--- src/rtl/mc_control_if.sv ---
// mc_control_if: control bus between the multi-cycle MIPS controller and its datapath/ALU.
// Ports (no module ports; signals grouped by modport):
//   master (controller): drives pc_write, pc_src, ir_write, iord, mem_read, mem_write,
//                        reg_write, reg_dst, mem_to_reg, alu_src_a, alu_src_b, aluc,
//                        instr_done, halt; samples op, funct, zero, sign
//   slave  (datapath):   the mirror image
interface mc_control_if;
    logic [5:0] op;
    logic [5:0] funct;
    logic       zero;
    logic       sign;
    logic       pc_write;
    logic [1:0] pc_src;
    logic       ir_write;
    logic       iord;
    logic       mem_read;
    logic       mem_write;
    logic       reg_write;
    logic [1:0] reg_dst;
    logic [1:0] mem_to_reg;
    logic [1:0] alu_src_a;
    logic [2:0] alu_src_b;
    logic [3:0] aluc;
    logic       instr_done;
    logic       halt;

    modport master (
        input  op, funct, zero, sign,
        output pc_write, pc_src, ir_write, iord, mem_read, mem_write, reg_write,
               reg_dst, mem_to_reg, alu_src_a, alu_src_b, aluc, instr_done, halt
    );

    modport slave (
        output op, funct, zero, sign,
        input  pc_write, pc_src, ir_write, iord, mem_read, mem_write, reg_write,
               reg_dst, mem_to_reg, alu_src_a, alu_src_b, aluc, instr_done, halt
    );
endinterface

--- src/rtl/mc_control.sv ---
// mc_control: multi-cycle MIPS main controller FSM (fetch/decode/execute/memory/writeback).
// Ports:
//   clk       clock, rising edge
//   rst       synchronous active-high reset; forces every output to 0 while high
//   bus       mc_control_if.master: op/funct/zero/sign in, datapath and ALU controls out
//   dbg_state current state (STATE_W bits), 0 during reset
// Build option: define ILLEGAL_TRAP_EN to send illegal op/funct to a sticky HALT state;
// otherwise illegal instructions retire as a NOP from DECODE.
module mc_control #(
    parameter int STATE_W = 4
) (
    input  logic               clk,
    input  logic               rst,
    mc_control_if.master       bus,
    output logic [STATE_W-1:0] dbg_state
);
    localparam logic [3:0] ALU_ADD = 4'd0, ALU_SUB = 4'd1, ALU_AND = 4'd2, ALU_OR = 4'd3,
                           ALU_XOR = 4'd4, ALU_CMPS = 4'd5, ALU_CMPU = 4'd6, ALU_SLL = 4'd7,
                           ALU_SRL = 4'd8, ALU_SRA = 4'd9, ALU_JOINT = 4'd10, ALU_SUBZERO = 4'd11;

    typedef enum logic [STATE_W-1:0] {
        FETCH = 0, DECODE = 1, MEMADR = 2, MEMRD = 3, MEMWB = 4, MEMWR = 5,
        EXEC_R = 6, EXEC_I = 7, ALUWB = 8, BRANCH = 9, JUMP = 10, HALT = 11
    } state_t;

`ifdef ILLEGAL_TRAP_EN
    localparam state_t ILL_NEXT = HALT;
    localparam logic   ILL_DONE = 1'b0;
    localparam logic   HALT_EN  = 1'b1;
`else
    localparam state_t ILL_NEXT = FETCH;
    localparam logic   ILL_DONE = 1'b1;
    localparam logic   HALT_EN  = 1'b0;
`endif

    state_t state, nxt;
    logic r_legal, is_jr, is_shift, i_alu, mem_op, is_br, is_jmp, legal, br_cond;
    logic [3:0] r_aluc, i_aluc;

    always_comb begin
        r_legal  = bus.op == 6'h00 && bus.funct inside {6'h20, 6'h21, 6'h22, 6'h23, 6'h24,
                   6'h25, 6'h26, 6'h2A, 6'h2B, 6'h00, 6'h02, 6'h03};
        is_jr    = bus.op == 6'h00 && bus.funct == 6'h08;
        is_shift = bus.op == 6'h00 && bus.funct inside {6'h00, 6'h02, 6'h03};
        i_alu    = bus.op inside {[6'h08:6'h0F]};
        mem_op   = bus.op == 6'h23 || bus.op == 6'h2B;
        is_br    = bus.op inside {[6'h04:6'h07]};
        is_jmp   = bus.op == 6'h02 || bus.op == 6'h03;
        legal    = r_legal || is_jr || i_alu || mem_op || is_br || is_jmp;
        r_aluc   = bus.funct inside {6'h20, 6'h21} ? ALU_ADD :
                   bus.funct inside {6'h22, 6'h23} ? ALU_SUB :
                   bus.funct == 6'h24 ? ALU_AND  : bus.funct == 6'h25 ? ALU_OR   :
                   bus.funct == 6'h26 ? ALU_XOR  : bus.funct == 6'h2A ? ALU_CMPS :
                   bus.funct == 6'h2B ? ALU_CMPU : bus.funct == 6'h00 ? ALU_SLL  :
                   bus.funct == 6'h02 ? ALU_SRL  : bus.funct == 6'h03 ? ALU_SRA  : ALU_ADD;
        i_aluc   = bus.op == 6'h0A ? ALU_CMPS : bus.op == 6'h0B ? ALU_CMPU :
                   bus.op == 6'h0C ? ALU_AND  : bus.op == 6'h0D ? ALU_OR   :
                   bus.op == 6'h0E ? ALU_XOR  : bus.op == 6'h0F ? ALU_JOINT : ALU_ADD;
        // op[1] splits beq/bne (compare) from blez/bgtz (sign test); op[0] inverts the sense
        br_cond  = (bus.op[1] ? (bus.zero | bus.sign) : bus.zero) ^ bus.op[0];
    end

    always_comb begin
        nxt = FETCH;
        case (state)
            FETCH:   nxt = DECODE;
            DECODE:  nxt = mem_op ? MEMADR : is_jr ? JUMP : r_legal ? EXEC_R : i_alu ? EXEC_I :
                           is_br ? BRANCH : is_jmp ? JUMP : ILL_NEXT;
            MEMADR:  nxt = bus.op == 6'h23 ? MEMRD : MEMWR;
            MEMRD:   nxt = MEMWB;
            EXEC_R:  nxt = ALUWB;
            EXEC_I:  nxt = ALUWB;
            HALT:    nxt = HALT;
            default: nxt = FETCH;
        endcase
    end

    always_ff @(posedge clk) begin
        if (rst) state <= FETCH;
        else     state <= nxt;
    end

    always_comb begin
        bus.pc_write   = 1'b0;
        bus.pc_src     = 2'd0;
        bus.ir_write   = 1'b0;
        bus.iord       = 1'b0;
        bus.mem_read   = 1'b0;
        bus.mem_write  = 1'b0;
        bus.reg_write  = 1'b0;
        bus.reg_dst    = 2'd0;
        bus.mem_to_reg = 2'd0;
        bus.alu_src_a  = 2'd0;
        bus.alu_src_b  = 3'd0;
        bus.aluc       = ALU_ADD;
        bus.instr_done = 1'b0;
        bus.halt       = 1'b0;
        dbg_state      = rst ? '0 : state;
        if (!rst) begin
            case (state)
                FETCH: begin
                    bus.mem_read  = 1'b1;
                    bus.ir_write  = 1'b1;
                    bus.alu_src_b = 3'd1;
                    bus.pc_write  = 1'b1;
                end
                DECODE: begin
                    bus.alu_src_b  = 3'd3;
                    bus.instr_done = ILL_DONE & ~legal;
                end
                MEMADR: begin
                    bus.alu_src_a = 2'd1;
                    bus.alu_src_b = 3'd2;
                end
                MEMRD: begin
                    bus.mem_read = 1'b1;
                    bus.iord     = 1'b1;
                end
                MEMWB: begin
                    bus.reg_write  = 1'b1;
                    bus.mem_to_reg = 2'd1;
                    bus.instr_done = 1'b1;
                end
                MEMWR: begin
                    bus.mem_write  = 1'b1;
                    bus.iord       = 1'b1;
                    bus.instr_done = 1'b1;
                end
                EXEC_R: begin
                    bus.alu_src_a = is_shift ? 2'd2 : 2'd1;
                    bus.aluc      = r_aluc;
                end
                EXEC_I: begin
                    bus.alu_src_a = 2'd1;
                    bus.alu_src_b = bus.op >= 6'h0C ? 3'd4 : 3'd2;
                    bus.aluc      = i_aluc;
                end
                ALUWB: begin
                    bus.reg_write  = 1'b1;
                    bus.reg_dst    = bus.op == 6'h00 ? 2'd1 : 2'd0;
                    bus.instr_done = 1'b1;
                end
                BRANCH: begin
                    bus.pc_src     = 2'd1;
                    bus.alu_src_a  = 2'd1;
                    bus.aluc       = bus.op[1] ? ALU_SUBZERO : ALU_SUB;
                    bus.pc_write   = br_cond;
                    bus.instr_done = 1'b1;
                end
                JUMP: begin
                    bus.pc_write   = 1'b1;
                    bus.pc_src     = is_jr ? 2'd3 : 2'd2;
                    bus.reg_write  = bus.op == 6'h03;
                    bus.reg_dst    = bus.op == 6'h03 ? 2'd2 : 2'd0;
                    bus.mem_to_reg = bus.op == 6'h03 ? 2'd2 : 2'd0;
                    bus.instr_done = 1'b1;
                end
                HALT: bus.halt = HALT_EN;
                default: ;
            endcase
        end
    end
endmodule
--- src/flat_wrapper.sv ---
// flat-port wrapper written by rule: the top's interface ports become plain ports
module mc_control_flat 
#(
    parameter int STATE_W = 4
)
  (clk, rst, dbg_state, bus_op, bus_funct, bus_zero, bus_sign, bus_pc_write, bus_pc_src, bus_ir_write, bus_iord, bus_mem_read, bus_mem_write, bus_reg_write, bus_reg_dst, bus_mem_to_reg, bus_alu_src_a, bus_alu_src_b, bus_aluc, bus_instr_done, bus_halt);
  mc_control_if bus_i ();
  input  logic clk;
  input  logic rst;
  output logic [STATE_W-1:0] dbg_state;
  input wire logic [$bits(bus_i.op)-1:0] bus_op;
  input wire logic [$bits(bus_i.funct)-1:0] bus_funct;
  input wire logic [$bits(bus_i.zero)-1:0] bus_zero;
  input wire logic [$bits(bus_i.sign)-1:0] bus_sign;
  output wire logic [$bits(bus_i.pc_write)-1:0] bus_pc_write;
  output wire logic [$bits(bus_i.pc_src)-1:0] bus_pc_src;
  output wire logic [$bits(bus_i.ir_write)-1:0] bus_ir_write;
  output wire logic [$bits(bus_i.iord)-1:0] bus_iord;
  output wire logic [$bits(bus_i.mem_read)-1:0] bus_mem_read;
  output wire logic [$bits(bus_i.mem_write)-1:0] bus_mem_write;
  output wire logic [$bits(bus_i.reg_write)-1:0] bus_reg_write;
  output wire logic [$bits(bus_i.reg_dst)-1:0] bus_reg_dst;
  output wire logic [$bits(bus_i.mem_to_reg)-1:0] bus_mem_to_reg;
  output wire logic [$bits(bus_i.alu_src_a)-1:0] bus_alu_src_a;
  output wire logic [$bits(bus_i.alu_src_b)-1:0] bus_alu_src_b;
  output wire logic [$bits(bus_i.aluc)-1:0] bus_aluc;
  output wire logic [$bits(bus_i.instr_done)-1:0] bus_instr_done;
  output wire logic [$bits(bus_i.halt)-1:0] bus_halt;
  assign bus_i.op = bus_op;
  assign bus_i.funct = bus_funct;
  assign bus_i.zero = bus_zero;
  assign bus_i.sign = bus_sign;
  assign bus_pc_write = bus_i.pc_write;
  assign bus_pc_src = bus_i.pc_src;
  assign bus_ir_write = bus_i.ir_write;
  assign bus_iord = bus_i.iord;
  assign bus_mem_read = bus_i.mem_read;
  assign bus_mem_write = bus_i.mem_write;
  assign bus_reg_write = bus_i.reg_write;
  assign bus_reg_dst = bus_i.reg_dst;
  assign bus_mem_to_reg = bus_i.mem_to_reg;
  assign bus_alu_src_a = bus_i.alu_src_a;
  assign bus_alu_src_b = bus_i.alu_src_b;
  assign bus_aluc = bus_i.aluc;
  assign bus_instr_done = bus_i.instr_done;
  assign bus_halt = bus_i.halt;
  mc_control #(.STATE_W(STATE_W)) u_core (.clk(clk), .rst(rst), .bus(bus_i), .dbg_state(dbg_state));
endmodule
--- config.mk ---
export PLATFORM = sky130hd
export DESIGN_NAME = mc_control_flat
export DESIGN_NICKNAME = d
export VERILOG_FILES = /design/src/rtl/mc_control_if.sv /design/src/rtl/mc_control.sv /design/src/flat_wrapper.sv
export SDC_FILE = /design/constraint.sdc
export NUM_CORES = 1
export LEC_CHECK = 0
export ABC_AREA = 1
export CAP_MARGIN = 20
export CORE_AREA = 2 2 44 62
export CTS_CLUSTER_SIZE = 12
export DETAILED_ROUTE_END_ITERATION = 7
export DIE_AREA = 0 0 46 64
export PLACE_DENSITY_LB_ADDON = 0.08
export RECOVER_POWER = 50
export SETUP_SLACK_MARGIN = 0.15
export SLEW_MARGIN = 0
export SYNTH_ARGS = -nofsm -noshare
export SYNTH_HDL_FRONTEND = slang
export SYNTH_SLANG_ARGS = --single-unit
export TNS_END_PERCENT = 1
--- constraint.sdc ---
create_clock -name clk -period 1.5 [get_ports clk]
set_input_delay 0.3 -clock clk [delete_from_list [all_inputs] [get_ports clk]]
set_output_delay 0.3 -clock clk [all_outputs]
set_load 0.02 [all_outputs]
# Word-level counts from Yosys, hierarchy flattened

Cells that the tools add are included.

Flip-flop bits (word level): 4
Input bits: 16
Output and inout port bits: 27

Equal/unequal tests: 33
Reductions and logical operators: 26
Multiplexer cells: 58
Order comparisons: 5
Bitwise gates (word level): 3

Operators by type and width:

| cell                                                                                | number |
|---|---|
| 4-bit two-way mux                                                                   | 25 |
| 6-bit == test, second input constant                                                | 11 |
| 6-bit by 4-bit == test with 1-bit output, second input constant                     | 7 |
| 6-bit by 2-bit == test with 1-bit output, second input constant                     | 4 |
| 4-bit one-hot mux with 6 select lines                                               | 1 |
| 4-bit by 3-bit == test with 1-bit output, second input constant                     | 4 |
| 4-bit == test, second input constant                                                | 4 |
| 2-bit one-hot mux with 2 select lines                                               | 4 |
| 1-bit two-way mux                                                                   | 14 |
| 6-bit by 4-bit greater-or-equal comparator with 1-bit output, second input constant | 2 |
| 6-bit logical NOT                                                                   | 2 |
| 2-bit two-way mux                                                                   | 6 |
| 3-bit one-hot mux with 4 select lines                                               | 1 |
| 4-bit one-hot mux with 3 select lines                                               | 1 |
| 12-bit nonzero test                                                                 | 1 |
| 2-bit OR reduction                                                                  | 5 |
| 3-bit two-way mux                                                                   | 3 |
| 4-bit by 2-bit == test with 1-bit output, second input constant                     | 2 |
| 1-bit logical OR                                                                    | 7 |
| 6-bit by 3-bit greater-or-equal comparator with 1-bit output, second input constant | 1 |
| 6-bit by 3-bit less-or-equal comparator with 1-bit output, second input constant    | 1 |
| 6-bit by 4-bit less-or-equal comparator with 1-bit output, second input constant    | 1 |
| 1-bit one-hot mux with 2 select lines                                               | 3 |
| 1-bit logical AND                                                                   | 5 |
| other kinds (9)                                                                     | 10 |

# Logic depth before layout (Yosys ltp)

Word-level depth: 13
Mapped depth: 10
Depth with buffers taken out: 10

# Least setup slack after synthesis

OpenSTA, ideal clock, no wires.

Path type: input to output
Start point: input rst
End point: output bus_reg_write
Slack: -0.337 ns
Data arrival time: 1.537 ns
Stages: 3
Buffers on the path: 1
Path through: buf_2 -> nor4_1 -> or3b_1

Longest elaborated chain between the ends: 1

RTL lines:

| element           | RTL line           | RTL |
|---|---|---|
| start, declared   | flat_wrapper.sv:9  | `input logic rst;` |
| 1-bit two-way mux | mc_control.sv:99   | `if (!rst) begin` |
| end, declared     | flat_wrapper.sv:21 | `output wire logic [$bits(bus_i.reg_write)-1:0] bus_reg_write;` |

Every way passes these cells.

# Worst setup path in the final report

Start point: register u_core.state[1]
End point: output bus_reg_write

Longest elaborated chain between the ends: 4

RTL lines:

| element                                                                   | RTL line          | RTL |
|---|---|---|
| start, declared                                                           | mc_control.sv:36  | `state_t state, nxt;` |
| start signal, assigned                                                    | mc_control.sv:80  | `else state <= nxt;` |
| 4-bit by 3-bit == test with 1-bit output or 4-bit == test (tied branches) | mc_control.sv:100 | `case (state)` |
| 2-bit OR reduction (no source line)                                       | --                |  |
| 1-bit one-hot mux with 2 select lines (*)                                 | mc_control.sv:100 |  |
| 1-bit two-way mux (*)                                                     | mc_control.sv:99  |  |

Mark *: on every way between the ends. The rest lies on a longest branch, timed or not.

==> results.toml <==
[global_routing]
grt_pass1_wl_um = 5590
grt_use_total = 0.246
overflow = 0
grt_antenna_before_repair = 0
grt_max_degree = 23
grt_pass1_vias = 1490

[die]
die-area_um2 = 2940
rows = 21
fp.dieW_um = 46
start_util = 0.392
die_h_um = 64
core_um2 = 2360
io_pins = 43

[cells_and_area]
n_antenna_cell = 0
regMostFlops = "u_core.state"
nNetsFinal = 278
final_layout_size_suffix_gt1_frac = 0.627
syn_to_final_growth_pct = 101
final_cells = 283
n_fill_cell = 190
reg_top3 = "u_core.state x4"
final_common_cell = "buf_4"
fin_util = 0.789
mostFrequentLayoutCells = "buf_4, inv_1, a21oi_1"
largest_reg_flops = 4
final_cell_area_um2 = 1870

[timing]
skew_ns = 0.00602
setup_viol = 24
slew_viol_final = 0
hold_viol = 0
period_minus_slack_ns = 1.78
fin_ws_ns = -0.283
fmax_mhz = 561
rsz0062_at_grt = "yes"
finalCritPeriodShare = 1.19

[place]
gp_congestion = 0.924
dp_hpwl_um = 2710
dp.cells = 271
placed_area_um2 = 1650
io_buffers = 41

[setup_path]
rrSetupSlack_ns = 0.22
crit_type = "register to output pin"
r2r-end = "u_core.state[3]$_SDFF_PP0_"
critPathCaptureType = "output pin"
cp.required_ns = 1.20
cp_max_fo = 4
r2r_cells = 8
startpoint = "u_core.state[1]$_SDFF_PP0_"
startpoint_type = "register"
endpoint = "bus_reg_write"
regToRegStartpoint = "u_core.state[3]$_SDFF_PP0_"
crit_arrival_ns = 1.48

[detailed_routing]
ant_nets = 0
drc = 0
routed_wl_um = 3630
drt_iter0_drc = 43
drt-pass1-iter-count = 4
wl_per_cell_um = 12.8
num_vias = 1477
via_per_inst = 5.22

[run]
cap_violations = 0

[status]
violations = "setup timing"
outcome = "complete, but fails checks"

[power_and_ir_drop]
peakVddDrop_mv = 0.203
power_leakage_nw = 0.918
p_per_area_nw_per_um2 = 320

[cts]
clkTransAtPathRegs_ns = 0.04
cts_max_path_buffers = 2
cts_made_buffers = 3
cts_tree = "yes"
cts_max_level = 1
clk-insertion-delay-late_ns = 0.23
cts_root_buffer = "clkbuf_4"
clock-sinks = 4

[synthesis]
ys_types = 30
synth.avg_cell_area_um2 = 5.36
syn_area_um2 = 927
yosysSeqAreaShare = 0.0864
synth-seq-cells = 4
yosysWarnings = 0
synth_fp_nets = 189
synthCells = 173

[min_path]
hp-class = "primary input to register"
worst max-delay path, cell delays in order (launching register included):
cell and delay, ns:
dfxtp_4 0.37, inv_4 0.07, nor2_4 0.03, inv_2 0.09, nor2_2 0.04, inv_2 0.08
nor4_4 0.05, or3b_4 0.38, buf_6 0.14
Yosys cell counts (all sizes together):
| cell type | number | share of area |
|---|---|---|
| a211oi | 1 | 0.0081 |
| a21oi | 21 | 0.12 |
| a31oi | 2 | 0.013 |
| a41oi | 1 | 0.0094 |
| buf | 4 | 0.026 |
| clkbuf | 1 | 0.0040 |
| conb | 1 | 0.0040 |
| dfxtp | 4 | 0.086 |
| inv | 36 | 0.15 |
| nand2 | 26 | 0.13 |
| nand3 | 13 | 0.076 |
| nand4 | 5 | 0.034 |
| nor2 | 40 | 0.21 |
| nor3 | 6 | 0.038 |
| nor4 | 3 | 0.036 |
| o211ai | 3 | 0.024 |
| o21ai | 4 | 0.022 |
| o22ai | 1 | 0.0068 |
| or3b | 1 | 0.0094 |
worst min-delay path by stage:
stage,startpoint,endpoint,slack (ns),cells past startpoint
global placement,u_core.state[3]$_SDFF_PP0_,u_core.state[0]$_SDFF_PP0_,0.71,4
finish,bus_op[4],u_core.state[1]$_SDFF_PP0_,0.68,6
floorplan,bus_op[5],u_core.state[0]$_SDFF_PP0_,0.50,3
detailed placement,u_core.state[3]$_SDFF_PP0_,u_core.state[0]$_SDFF_PP0_,0.75,4
CTS,u_core.state[0]$_SDFF_PP0_,u_core.state[0]$_SDFF_PP0_,0.76,4
global route,bus_op[4],u_core.state[1]$_SDFF_PP0_,0.71,6
timing repair:
item                       in CTS  in global routing
hold buffers                    0                  0
gates resized for setup       163                 60
pin swaps                      13                 19
buffers inserted                6                  3
setup endpoints to repair      29                 29
cell families (layout without fill, tap and decap cells):
family / Yosys count / count (layout) / synth area share
other: 1 / 1 / 0.00404
DFF: 4 / 4 / 0.0864
and+or+nand+nor: 94 / 94 / 0.533
AOI/OAI and AO/OA: 33 / 33 / 0.201
buffers and inverters: 41 / 128 / 0.175
final cells by class:
type / instances / area, um^2 / share of cell area
tap: 23 / 28.8 / 0.0154
clock buffer: 3 / 22.5 / 0.0121
multi-input combinational: 128 / 881 / 0.472
inverter: 36 / 145 / 0.0778
sequential: 4 / 95.1 / 0.0510
timing repair buffer: 89 / 693 / 0.372
power by group:
part	total, W	switching, W	internal, W
registers	0.000118	0.00000994	0.000108
clock network	0.000128	0.0000393	0.0000891
logic	0.000351	0.000198	0.000153
metrics by stage:
stage	power (W)	worst slack, ns	hold slack, ns	TNS [ns]
floorplan	0.000265	-0.142	0.500	-0.837
global placement	0.000426	-0.998	0.714	-21.19
detailed placement	0.000432	-1.03	0.748	-21.76
CTS	0.000568	-0.323	0.756	-5.15
global route	0.000637	-0.336	0.715	-5.58
finish	0.000597	-0.283	0.683	-3.88
routing by layer:
metal / wire (um) / track usage
met1: 1200 / 0.220
met2: 2130 / 0.491
met3: 152 / 0.00847
met4: 146 / 0.132
met5: 0 / 0
Power figures use the tool's default switching activity.
